==> src/rtl/frog_game_ctrl_pkg.sv <==
// Shared types and LFSR helpers for the frog crossing game sequencer.
// The score counter is present only when SCORE_EN is defined.
package frog_pkg;

    typedef enum logic [2:0] {
        IDLE,
        LOAD,
        ARM,
        RUN,
        HIT,
        OVER,
        WIN
    } state_t;

    localparam logic [15:0] LFSR_MASK = 16'hB400;
    localparam logic [15:0] GAP_MASK  = 16'h7777;

    // Galois step: shift right, fold the tap mask in when a one falls out
    function automatic logic [15:0] next_lfsr(input logic [15:0] cur);
        logic [15:0] shifted;
        shifted = {1'b0, cur[15:1]};
        return cur[0] ? (shifted ^ LFSR_MASK) : shifted;
    endfunction

endpackage

==> src/rtl/frog_game_ctrl_if.sv <==
// Sequencer-to-lanes signal bundle; master is the controller, slave the game fabric.
// The score signal exists only when SCORE_EN is defined.
interface frog_game_ctrl_if #(
    parameter int NUM_LANES = 8,
    parameter int LANE_W    = 16
);

    logic                        start;
    logic                        lose_any;
    logic                        goal;
    logic                        lane_reset;
    logic [NUM_LANES*LANE_W-1:0] init_bus;
    logic [7:0]                  speed;
    logic [3:0]                  level;
    logic [2:0]                  lives;
    logic                        play_en;
    logic                        game_over;
    logic                        win;
`ifdef SCORE_EN
    logic [15:0]                 score;

    modport master (
        input  start, lose_any, goal,
        output lane_reset, init_bus, speed, level, lives,
        output play_en, game_over, win, score
    );

    modport slave (
        output start, lose_any, goal,
        input  lane_reset, init_bus, speed, level, lives,
        input  play_en, game_over, win, score
    );
`else
    modport master (
        input  start, lose_any, goal,
        output lane_reset, init_bus, speed, level, lives,
        output play_en, game_over, win
    );

    modport slave (
        output start, lose_any, goal,
        input  lane_reset, init_bus, speed, level, lives,
        input  play_en, game_over, win
    );
`endif

endinterface

==> src/rtl/frog_lfsr16.sv <==
// 16-bit Galois LFSR used to generate lane obstacle patterns.
// next_state exposes the value the register will take on the next enabled edge.
module frog_lfsr16
    import frog_pkg::*;
#(
    parameter logic [15:0] SEED = 16'hACE1
) (
    input  logic        clk,
    input  logic        reset,
    input  logic        enable,
    input  logic        load_seed,
    output logic [15:0] state,
    output logic [15:0] next_state
);

    assign next_state = next_lfsr(state);

    always_ff @(posedge clk) begin
        if (reset || load_seed) begin
            state <= SEED;
        end else if (enable) begin
            state <= next_state;
        end
    end

endmodule

==> src/rtl/frog_game_ctrl.sv <==
// Top-level sequencer: loads lane patterns, runs play, tracks lives and level.
// Optional SCORE_EN adds a saturating score counter on the interface.
module frog_game_ctrl
    import frog_pkg::*;
#(
    parameter int          NUM_LANES   = 8,
    parameter int          LANE_W      = 16,
    parameter int          START_LIVES = 3,
    parameter int          MAX_LEVEL   = 7,
    parameter logic [7:0]  BASE_SPEED  = 8'd96,
    parameter logic [7:0]  SPEED_STEP  = 8'd12,
    parameter logic [7:0]  MIN_SPEED   = 8'd8,
    parameter int          HOLD_CYC    = 32,
    parameter logic [15:0] SEED        = 16'hACE1
) (
    input  logic                clk,
    input  logic                reset,
    frog_game_ctrl_if.master    bus
);

    localparam int IDX_W  = (NUM_LANES > 1) ? $clog2(NUM_LANES) : 1;
    localparam int HOLD_W = $clog2(HOLD_CYC + 1);

    state_t                      state_q;
    logic [IDX_W-1:0]            idx_q;
    logic [HOLD_W-1:0]           hold_q;
    logic [3:0]                  level_q;
    logic [2:0]                  lives_q;
    logic [NUM_LANES*LANE_W-1:0] init_q;
    logic [7:0]                  speed_q;
    logic                        lane_reset_q;
    logic                        play_en_q;
    logic                        game_over_q;
    logic                        win_q;
    logic [15:0]                 lfsr_state;
    logic [15:0]                 lfsr_next;

    frog_lfsr16 #(
        .SEED (SEED)
    ) u_lfsr (
        .clk        (clk),
        .reset      (reset),
        .enable     (state_q == LOAD),
        .load_seed  (1'b0),
        .state      (lfsr_state),
        .next_state (lfsr_next)
    );

    // Speed shrinks per level but clamps at the floor instead of wrapping
    function automatic logic [7:0] speed_for(input logic [3:0] lvl);
        logic [11:0] drop;
        logic [8:0]  diff;
        drop = 12'(lvl) * 12'(SPEED_STEP);
        if (drop >= 12'(BASE_SPEED)) begin
            return MIN_SPEED;
        end
        diff = 9'(12'(BASE_SPEED) - drop);
        return (diff < 9'(MIN_SPEED)) ? MIN_SPEED : diff[7:0];
    endfunction

`ifdef SCORE_EN
    logic [15:0] score_q;
    logic [16:0] score_sum;

    assign score_sum = 17'(score_q) + (17'(level_q) + 17'd1) * 17'd16;
    assign bus.score = score_q;
`endif

    always_ff @(posedge clk) begin
        if (reset) begin
            state_q      <= IDLE;
            idx_q        <= '0;
            hold_q       <= '0;
            level_q      <= '0;
            lives_q      <= '0;
            init_q       <= '0;
            speed_q      <= BASE_SPEED;
            lane_reset_q <= 1'b1;
            play_en_q    <= 1'b0;
            game_over_q  <= 1'b0;
            win_q        <= 1'b0;
`ifdef SCORE_EN
            score_q      <= '0;
`endif
        end else begin
            speed_q <= speed_for(level_q);
            case (state_q)
                IDLE, OVER, WIN: begin
                    if (bus.start) begin
                        state_q      <= LOAD;
                        lives_q      <= 3'(START_LIVES);
                        level_q      <= '0;
                        idx_q        <= '0;
                        lane_reset_q <= 1'b1;
                        game_over_q  <= 1'b0;
                        win_q        <= 1'b0;
`ifdef SCORE_EN
                        score_q      <= '0;
`endif
                    end
                end
                LOAD: begin
                    init_q[int'(idx_q)*LANE_W +: LANE_W] <= LANE_W'(lfsr_next & GAP_MASK);
                    if (idx_q == IDX_W'(NUM_LANES - 1)) begin
                        state_q <= ARM;
                    end else begin
                        idx_q <= idx_q + 1'b1;
                    end
                end
                ARM: begin
                    state_q      <= RUN;
                    lane_reset_q <= 1'b0;
                    play_en_q    <= 1'b1;
                end
                RUN: begin
                    // A hit wins over a simultaneous goal
                    if (bus.lose_any) begin
                        play_en_q <= 1'b0;
                        if (lives_q <= 3'd1) begin
                            lives_q      <= '0;
                            state_q      <= OVER;
                            game_over_q  <= 1'b1;
                            lane_reset_q <= 1'b1;
                        end else begin
                            lives_q <= lives_q - 3'd1;
                            state_q <= HIT;
                            hold_q  <= '0;
                        end
                    end else if (bus.goal) begin
                        play_en_q    <= 1'b0;
                        lane_reset_q <= 1'b1;
`ifdef SCORE_EN
                        score_q      <= score_sum[16] ? 16'hFFFF : score_sum[15:0];
`endif
                        if (level_q == 4'(MAX_LEVEL)) begin
                            state_q <= WIN;
                            win_q   <= 1'b1;
                        end else begin
                            level_q <= level_q + 4'd1;
                            idx_q   <= '0;
                            state_q <= LOAD;
                        end
                    end
                end
                HIT: begin
                    if (hold_q == HOLD_W'(HOLD_CYC - 1)) begin
                        state_q      <= LOAD;
                        idx_q        <= '0;
                        lane_reset_q <= 1'b1;
                    end else begin
                        hold_q <= hold_q + 1'b1;
                    end
                end
                default: begin
                    state_q      <= IDLE;
                    lane_reset_q <= 1'b1;
                    play_en_q    <= 1'b0;
                end
            endcase
        end
    end

    assign bus.lane_reset = lane_reset_q;
    assign bus.init_bus   = init_q;
    assign bus.speed      = speed_q;
    assign bus.level      = level_q;
    assign bus.lives      = lives_q;
    assign bus.play_en    = play_en_q;
    assign bus.game_over  = game_over_q;
    assign bus.win        = win_q;

endmodule

==> src/flat_wrapper.sv <==
// flat-port wrapper written by rule: the top's interface ports become plain ports
module frog_game_ctrl_flat import frog_pkg::*;
#(
    parameter int          NUM_LANES   = 8,
    parameter int          LANE_W      = 16,
    parameter int          START_LIVES = 3,
    parameter int          MAX_LEVEL   = 7,
    parameter logic [7:0]  BASE_SPEED  = 8'd96,
    parameter logic [7:0]  SPEED_STEP  = 8'd12,
    parameter logic [7:0]  MIN_SPEED   = 8'd8,
    parameter int          HOLD_CYC    = 32,
    parameter logic [15:0] SEED        = 16'hACE1
)
  (clk, reset, bus_start, bus_lose_any, bus_goal, bus_lane_reset, bus_init_bus, bus_speed, bus_level, bus_lives, bus_play_en, bus_game_over, bus_win);
  frog_game_ctrl_if #(.NUM_LANES(NUM_LANES), .LANE_W(LANE_W)) bus_i ();
  input  logic clk;
  input  logic reset;
  input wire logic [$bits(bus_i.start)-1:0] bus_start;
  input wire logic [$bits(bus_i.lose_any)-1:0] bus_lose_any;
  input wire logic [$bits(bus_i.goal)-1:0] bus_goal;
  output wire logic [$bits(bus_i.lane_reset)-1:0] bus_lane_reset;
  output wire logic [$bits(bus_i.init_bus)-1:0] bus_init_bus;
  output wire logic [$bits(bus_i.speed)-1:0] bus_speed;
  output wire logic [$bits(bus_i.level)-1:0] bus_level;
  output wire logic [$bits(bus_i.lives)-1:0] bus_lives;
  output wire logic [$bits(bus_i.play_en)-1:0] bus_play_en;
  output wire logic [$bits(bus_i.game_over)-1:0] bus_game_over;
  output wire logic [$bits(bus_i.win)-1:0] bus_win;
  assign bus_i.start = bus_start;
  assign bus_i.lose_any = bus_lose_any;
  assign bus_i.goal = bus_goal;
  assign bus_lane_reset = bus_i.lane_reset;
  assign bus_init_bus = bus_i.init_bus;
  assign bus_speed = bus_i.speed;
  assign bus_level = bus_i.level;
  assign bus_lives = bus_i.lives;
  assign bus_play_en = bus_i.play_en;
  assign bus_game_over = bus_i.game_over;
  assign bus_win = bus_i.win;
  frog_game_ctrl #(.NUM_LANES(NUM_LANES), .LANE_W(LANE_W), .START_LIVES(START_LIVES), .MAX_LEVEL(MAX_LEVEL), .BASE_SPEED(BASE_SPEED), .SPEED_STEP(SPEED_STEP), .MIN_SPEED(MIN_SPEED), .HOLD_CYC(HOLD_CYC), .SEED(SEED)) u_core (.clk(clk), .reset(reset), .bus(bus_i));
endmodule
==> config.mk <==
export PLATFORM = sky130hd
export DESIGN_NAME = frog_game_ctrl_flat
export DESIGN_NICKNAME = d
export VERILOG_FILES = /design/src/rtl/frog_game_ctrl_pkg.sv /design/src/rtl/frog_game_ctrl_if.sv /design/src/rtl/frog_lfsr16.sv /design/src/rtl/frog_game_ctrl.sv /design/src/flat_wrapper.sv
export SDC_FILE = /design/constraint.sdc
export NUM_CORES = 1
export LEC_CHECK = 0
export ABC_AREA = 1
export ABC_CLOCK_PERIOD_IN_PS = 4900
export CAP_MARGIN = 15
export CORE_MARGIN = 3
export CORE_UTILIZATION = 45
export CTS_CLUSTER_SIZE = 40
export DETAILED_ROUTE_END_ITERATION = 10
export PLACE_DENSITY = 0.74
export RECOVER_POWER = 100
export SKIP_LAST_GASP = 1
export SYNTH_ARGS = -nofsm -noshare
export SYNTH_HDL_FRONTEND = slang
export SYNTH_SLANG_ARGS = --single-unit
==> constraint.sdc <==
create_clock -name clk -period 4.9 [get_ports clk]
set_clock_uncertainty 0.1 [all_clocks]
set_input_delay 0.735 -clock clk [delete_from_list [all_inputs] [get_ports clk]]
set_output_delay 0.735 -clock clk [all_outputs]
set_load 0.05 [all_outputs]
After elaboration in Yosys (flattened, before gate mapping)
Index checks and enable logic that the tools add are counted.
Word-level totals
  register bits after elaboration: 175
  output and inout port bits: 147
  word-level logic and storage cells: 116
  input port bits: 5
Cells by class
  $lt $le $gt $ge: 3
  add/sub/neg operators: 6
  $mul: 1
  bitwise gates (word level): 3
  reduce and logical (&&, ||, !) cells: 15
  muxes and demuxes: 51
  equal/unequal tests: 23
  shift operators: 2
Operators with widths (number)
  $bwmux 128: 1
  $shift 16x33->128 const A: 1
  $shiftx 16x33->128: 1
  $mux 3: 15
  $neg 7->33: 1
  $mux 8: 3
  $mux 6: 3
  $mux 16: 1
  $mux 4: 4
  $ne 2x2->1 const B: 8
  $mux 1: 15
  $pmux 3 s5: 1
  $reduce_and 5->1: 3
  $eq 3x3->1 const B: 4
  $pmux 3 s4: 1
  $pmux 6 s2: 1
  $reduce_and 4->1: 3
  $lt 9x4->1 const B: 1
  $sub 7x8->9 const A: 1
  $ge 8x7->1 const B: 1
  $ne 2x1->1 const B: 4
  $pmux 4 s2: 1
  $reduce_and 7->1: 1
  $add 6x1->6 const B: 1
  other kinds (24): 28

Depth between registers and ports, before layout
  depth after elaboration: 5
  mapped depth: 13

Hierarchy
From an unflattened synthesis, not the netlist that was laid out.
Second synthesis, totals
  cells, all modules: 851
  area, all modules: 6611.3 µm²
Modules (own cells, without submodules)
  frog_game_ctrl: cells each 755, seq. area each 2502.4 µm², area each 5841.9 µm², instances 1
  frog_lfsr16: cells each 96, seq. area each 320.3 µm², area each 769.5 µm², instances 1

Worst setup path before layout
No wires, ideal clock.
  kind: flip-flop to flip-flop
  start: reg u_core.idx_q[0]
  end: reg u_core.init_q[72] (netlist: u_core.bus.init_bus[72])
  buffers on the path: 2
  period minus slack after synthesis: 2322 ps
  arrival time: 2080 ps
  setup slack: 2578 ps
  required time: 4658 ps
  cell stages (with the launch flop): 13
  cell sequence: dfxtp_1 buf_4 inv_1 ha_1 ha_1 inv_2 nor2_1 inv_1 nor2_4 nand3_2 buf_2 a21oi_1 a211oi_2
Between the ends
  longest elaborated chain between the ends: 3
Ends and longest elaborated chain
  start, declared: RTL line frog_game_ctrl.sv:25  | logic [IDX_W-1:0] idx_q;
  start signal, assigned: RTL line frog_game_ctrl.sv:107  | idx_q <= idx_q + 1'b1;
  $neg 7->33 *: RTL line frog_game_ctrl.sv:103  | init_q[int'(idx_q)*LANE_W +: LANE_W] <= LANE_W'(lfsr_next & GAP_MASK);
  $shiftx 16x33->128 / $shift 16x33->128 (equally long branches): RTL line frog_game_ctrl.sv:103
  $bwmux 128 *: RTL line frog_game_ctrl.sv:103
  end signal, assigned by index: RTL line frog_game_ctrl.sv:103
  end, declared: RTL line frog_game_ctrl.sv:29  | logic [NUM_LANES*LANE_W-1:0] init_q;
Mark *: on every way between the ends. The rest lies on a longest branch, timed or not.
A chain may end at the register's enable or synchronous reset.

Worst setup path after layout
  start: reg u_core.state_q[0]
  end: reg u_core.init_q[14] (netlist: u_core.bus.init_bus[14])
Between the ends
  longest elaborated chain between the ends: 1
Ends and longest elaborated chain
  start, declared: RTL line frog_game_ctrl.sv:24  | state_t state_q;
  start signal, assigned: RTL line frog_game_ctrl.sv:71  | state_q <= IDLE;
  start signal, assigned: RTL line frog_game_ctrl.sv:90  | state_q <= LOAD;
  start signal, assigned: RTL line frog_game_ctrl.sv:105  | state_q <= ARM;
  $eq 3x1->1: RTL line frog_game_ctrl.sv:87  | case (state_q)
No other way between the ends.

==> key figures <==
Clock tree
  • Hold_buf cts: 0
  • CTS buffer count: 17
  • CTS clock-pin slew for the worst setup and hold paths: 60 ps
  • Postcts setup bufs: 0
  • Post-CTS Resized: 0
  • CTS tree: done
  • Worst skew pair latency: 420 ps
  • CTS H-Tree Depth: 4
  • Clock root buffer: clkbuf_16
  • Clock Path Buffers: 2
  • Clock sinks: 141

Timing
  • Final min period: 3837 ps
  • Relative slew slack: -0.1145
  • Final hold vios: 0
  • Final Cycle Share: 0.7831
  • # setup viols final: 0
  • Worst-margin pin slew: 1666 ps
  • Achievable Freq: 260.6 MHz
  • Setup TNS: 0 ps
  • RSZ-0062 raised after global routing: false
  • Slew Limit Fails: 86
  • Hold_ws: 354.0 ps

Routing
  • Routed vias/inst: 4.942
  • Final ANT Viol Nets: 0
  • DR DRC count: 0
  • Detailed router's first-iteration violation count: 360
  • Routed via count: 5328
  • Drt first pass iters: 5
  • Detailed Route WL: 15220 um
  • Wire length per cell: 14.12 um

Final layout
  • Final std cells w/o fill: 1078
  • Fill count: 1226
  • Post-route cell area: 7835 um^2
  • Share of cells above drive strength 1: 0.06652
  • P&R area growth vs syn: 27.64%
  • Most frequent cells in the layout: 141 x dfxtp_1, 114 x dlygate4sd3_1, 103 x a21oi_1, 102 x nand2_1, 101 x nor2_1
  • Post-layout net count: 909
  • Final Core Density: 0.5893
  • Inserted Diodes: 0
  • Commonest non-fill, non-tap cell in the layout: dfxtp_1

Synth
  • Synth Warn #: 0
  • Yosys cell types: 37
  • Synth Area in Adders: 0.03057
  • Synth Cell Area: 6138 um^2
  • Simple-Gate Fraction of Synth Area: 0.1981
  • Synth Area in XOR/XNOR: 0.01141
  • Compound-cell area share of the yosys netlist: 0.1920
  • Main combinational cell family by area after synthesis: simple AND/OR/NAND/NOR gates
  • Mapped Avg Cell Area: 7.840 um^2
  • #FFs+latches synth: 141
  • Multiplexer share of the synthesized area: 0
  • Sequential cell area fraction in the yosys report: 0.4598
  • Cells after Synth: 783

Critical path
  • Worst setup SP type: flop
  • WP data required: 5140 ps
  • Worst Path Max Fanout: 27
  • Worst setup path class: reg2reg
  • Register-to-register setup slack: 1060 ps
  • Crit. End Element: flop
  • CP arrival: 4070 ps

Placement
  • Post-DP HPWL: 10170 um
  • Gpl congestion: 0.8522
  • Placed cell area: 7266 um^2
  • DP Cell Count: 1044
  • Port bufs: 117

Power
  • Peak supply drop: 0.0002665 V
  • P per Cell Area: 528.0 nW/um^2
  • Static Leakage: 0.003618 uW

GRT
  • Initial antenna violation count: 0
  • First-pass GRT wire length: 24120 um
  • GRT Util Overall: 0.2049
  • Vias in the first global route: 4890
  • Global route overflow: 0
  • Largest net degree at the start of global routing: 58

Die
  • Core ar.: 13300 um^2
  • Top Ports: 152
  • Die width: 122.8 um
  • Starting Density: 0.4617
  • Die Ht: 122.8 um
  • Die ar.: 15080 um^2
  • Row count: 42

Hold path
  • Worst min path class: reg2reg

Run
  • Max cap viols: 2

Outcome
  • Failing checks: capacitance limit, slew limit
  • Status: finished with violations
[cell families after synthesis]
family	Yosys count
buffers and inverters	136
xor gates and xnor gates	8
DFF	141
and+or+nand+nor	267
adders and majority gates	15
AOI/OAI and AO/OA	215
other	1
[worst max-delay path: stages (launching register included)]
cell and delay [ps]:
dfxtp_1 450, nand2_1 120, nor2_1 1240, inv_4 310, nor4_1 450, clkbuf_1 710
o21ai_0 170, a21oi_1 210
[cell usage after synthesis]
cell type / number / area share
o21ai_0: 73 / 0.060
a211oi_1: 3 / 0.0037
conb_1: 1 / 0.00061
inv_2: 8 / 0.0049
nor3_1: 6 / 0.0049
nand2_1: 100 / 0.061
nand3_1: 40 / 0.033
nand2_4: 1 / 0.0018
nor3_2: 1 / 0.0016
clkinv_1: 2 / 0.0012
inv_4: 1 / 0.0010
o21ba_2: 1 / 0.0016
buf_2: 9 / 0.0073
nor2_4: 2 / 0.0037
clkbuf_1: 23 / 0.014
or2_2: 1 / 0.0010
nand3b_1: 1 / 0.0012
nand4_1: 3 / 0.0031
xnor2_1: 2 / 0.0029
nor2_8: 1 / 0.0033
nand3_2: 3 / 0.0049
buf_4: 36 / 0.044
nor3b_2: 1 / 0.0020
nand2_2: 3 / 0.0031
nor4_4: 1 / 0.0035
nor2_1: 97 / 0.059
nor3_4: 3 / 0.0079
xor2_1: 6 / 0.0086
nor2_2: 3 / 0.0031
o21ai_1: 20 / 0.016
o211a_1: 1 / 0.0016
o211ai_1: 4 / 0.0049
dfxtp_1: 141 / 0.46
a21oi_1: 103 / 0.084
a211oi_2: 10 / 0.020
inv_1: 57 / 0.035
ha_1: 15 / 0.031
[sequential cells by signal (all words and copies together), names as in the netlist, 3 cells and up]
signal and flops:
u_core.u_lfsr.state 16, u_core.idx_q 3, u_core.state_q 3, u_core.hold_q 6
u_core.bus.level 4, u_core.bus.lives 3, u_core.bus.speed 6, u_core.bus.init_bus 96
[cell type report]
cell class	instances	area, um^2	area share
inverters	68	257.7	0.03290
multi-input cells	540	2719	0.3470
repair buffers	121	1192	0.1522
flip-flops and latches	141	2823	0.3603
well taps	176	220.2	0.02811
clock inverters	13	190.2	0.02427
clock buffers	19	432.9	0.05525
[metrics by stage]
step           power (uW)  worst slack (ps)
2_1_floorplan        2516              2578
3_3_place_gp         2857              1265
3_5_place_dp         2869              1185
4_1_cts              4226              1155
5_1_grt              4380             643.5
6_report             4137              1063
[report_power, final]
group | total, uW | internal (uW) | leakage, uW | switching (uW)
combinational | 1370 | 335 | 0.00219 | 1040
clock | 1350 | 855 | 0.000290 | 496
sequential | 1410 | 1290 | 0.00114 | 123
total | 4140 | 2480 | 0.00362 | 1660
[worst paths after layout]
path,from,to,cells past startpoint
worst min register to register,u_core.hold_q[4],u_core.hold_q[4],2
worst min-delay path,u_core.hold_q[4],u_core.hold_q[4],2
worst max-delay path,u_core.state_q[0],u_core.bus.init_bus[14],7
worst max register to register,u_core.state_q[0],u_core.bus.init_bus[14],7
[layer usage]
layer	GRT usage	vias to the layer above	share of wire
li1	-	2734	-
met1	0.2743	2412	0.46
met2	0.3065	162	0.44
met3	0.06682	20	0.081
met4	0.07978	0	0.014
met5	0	-	0
(Power assumes the default switching activity.)
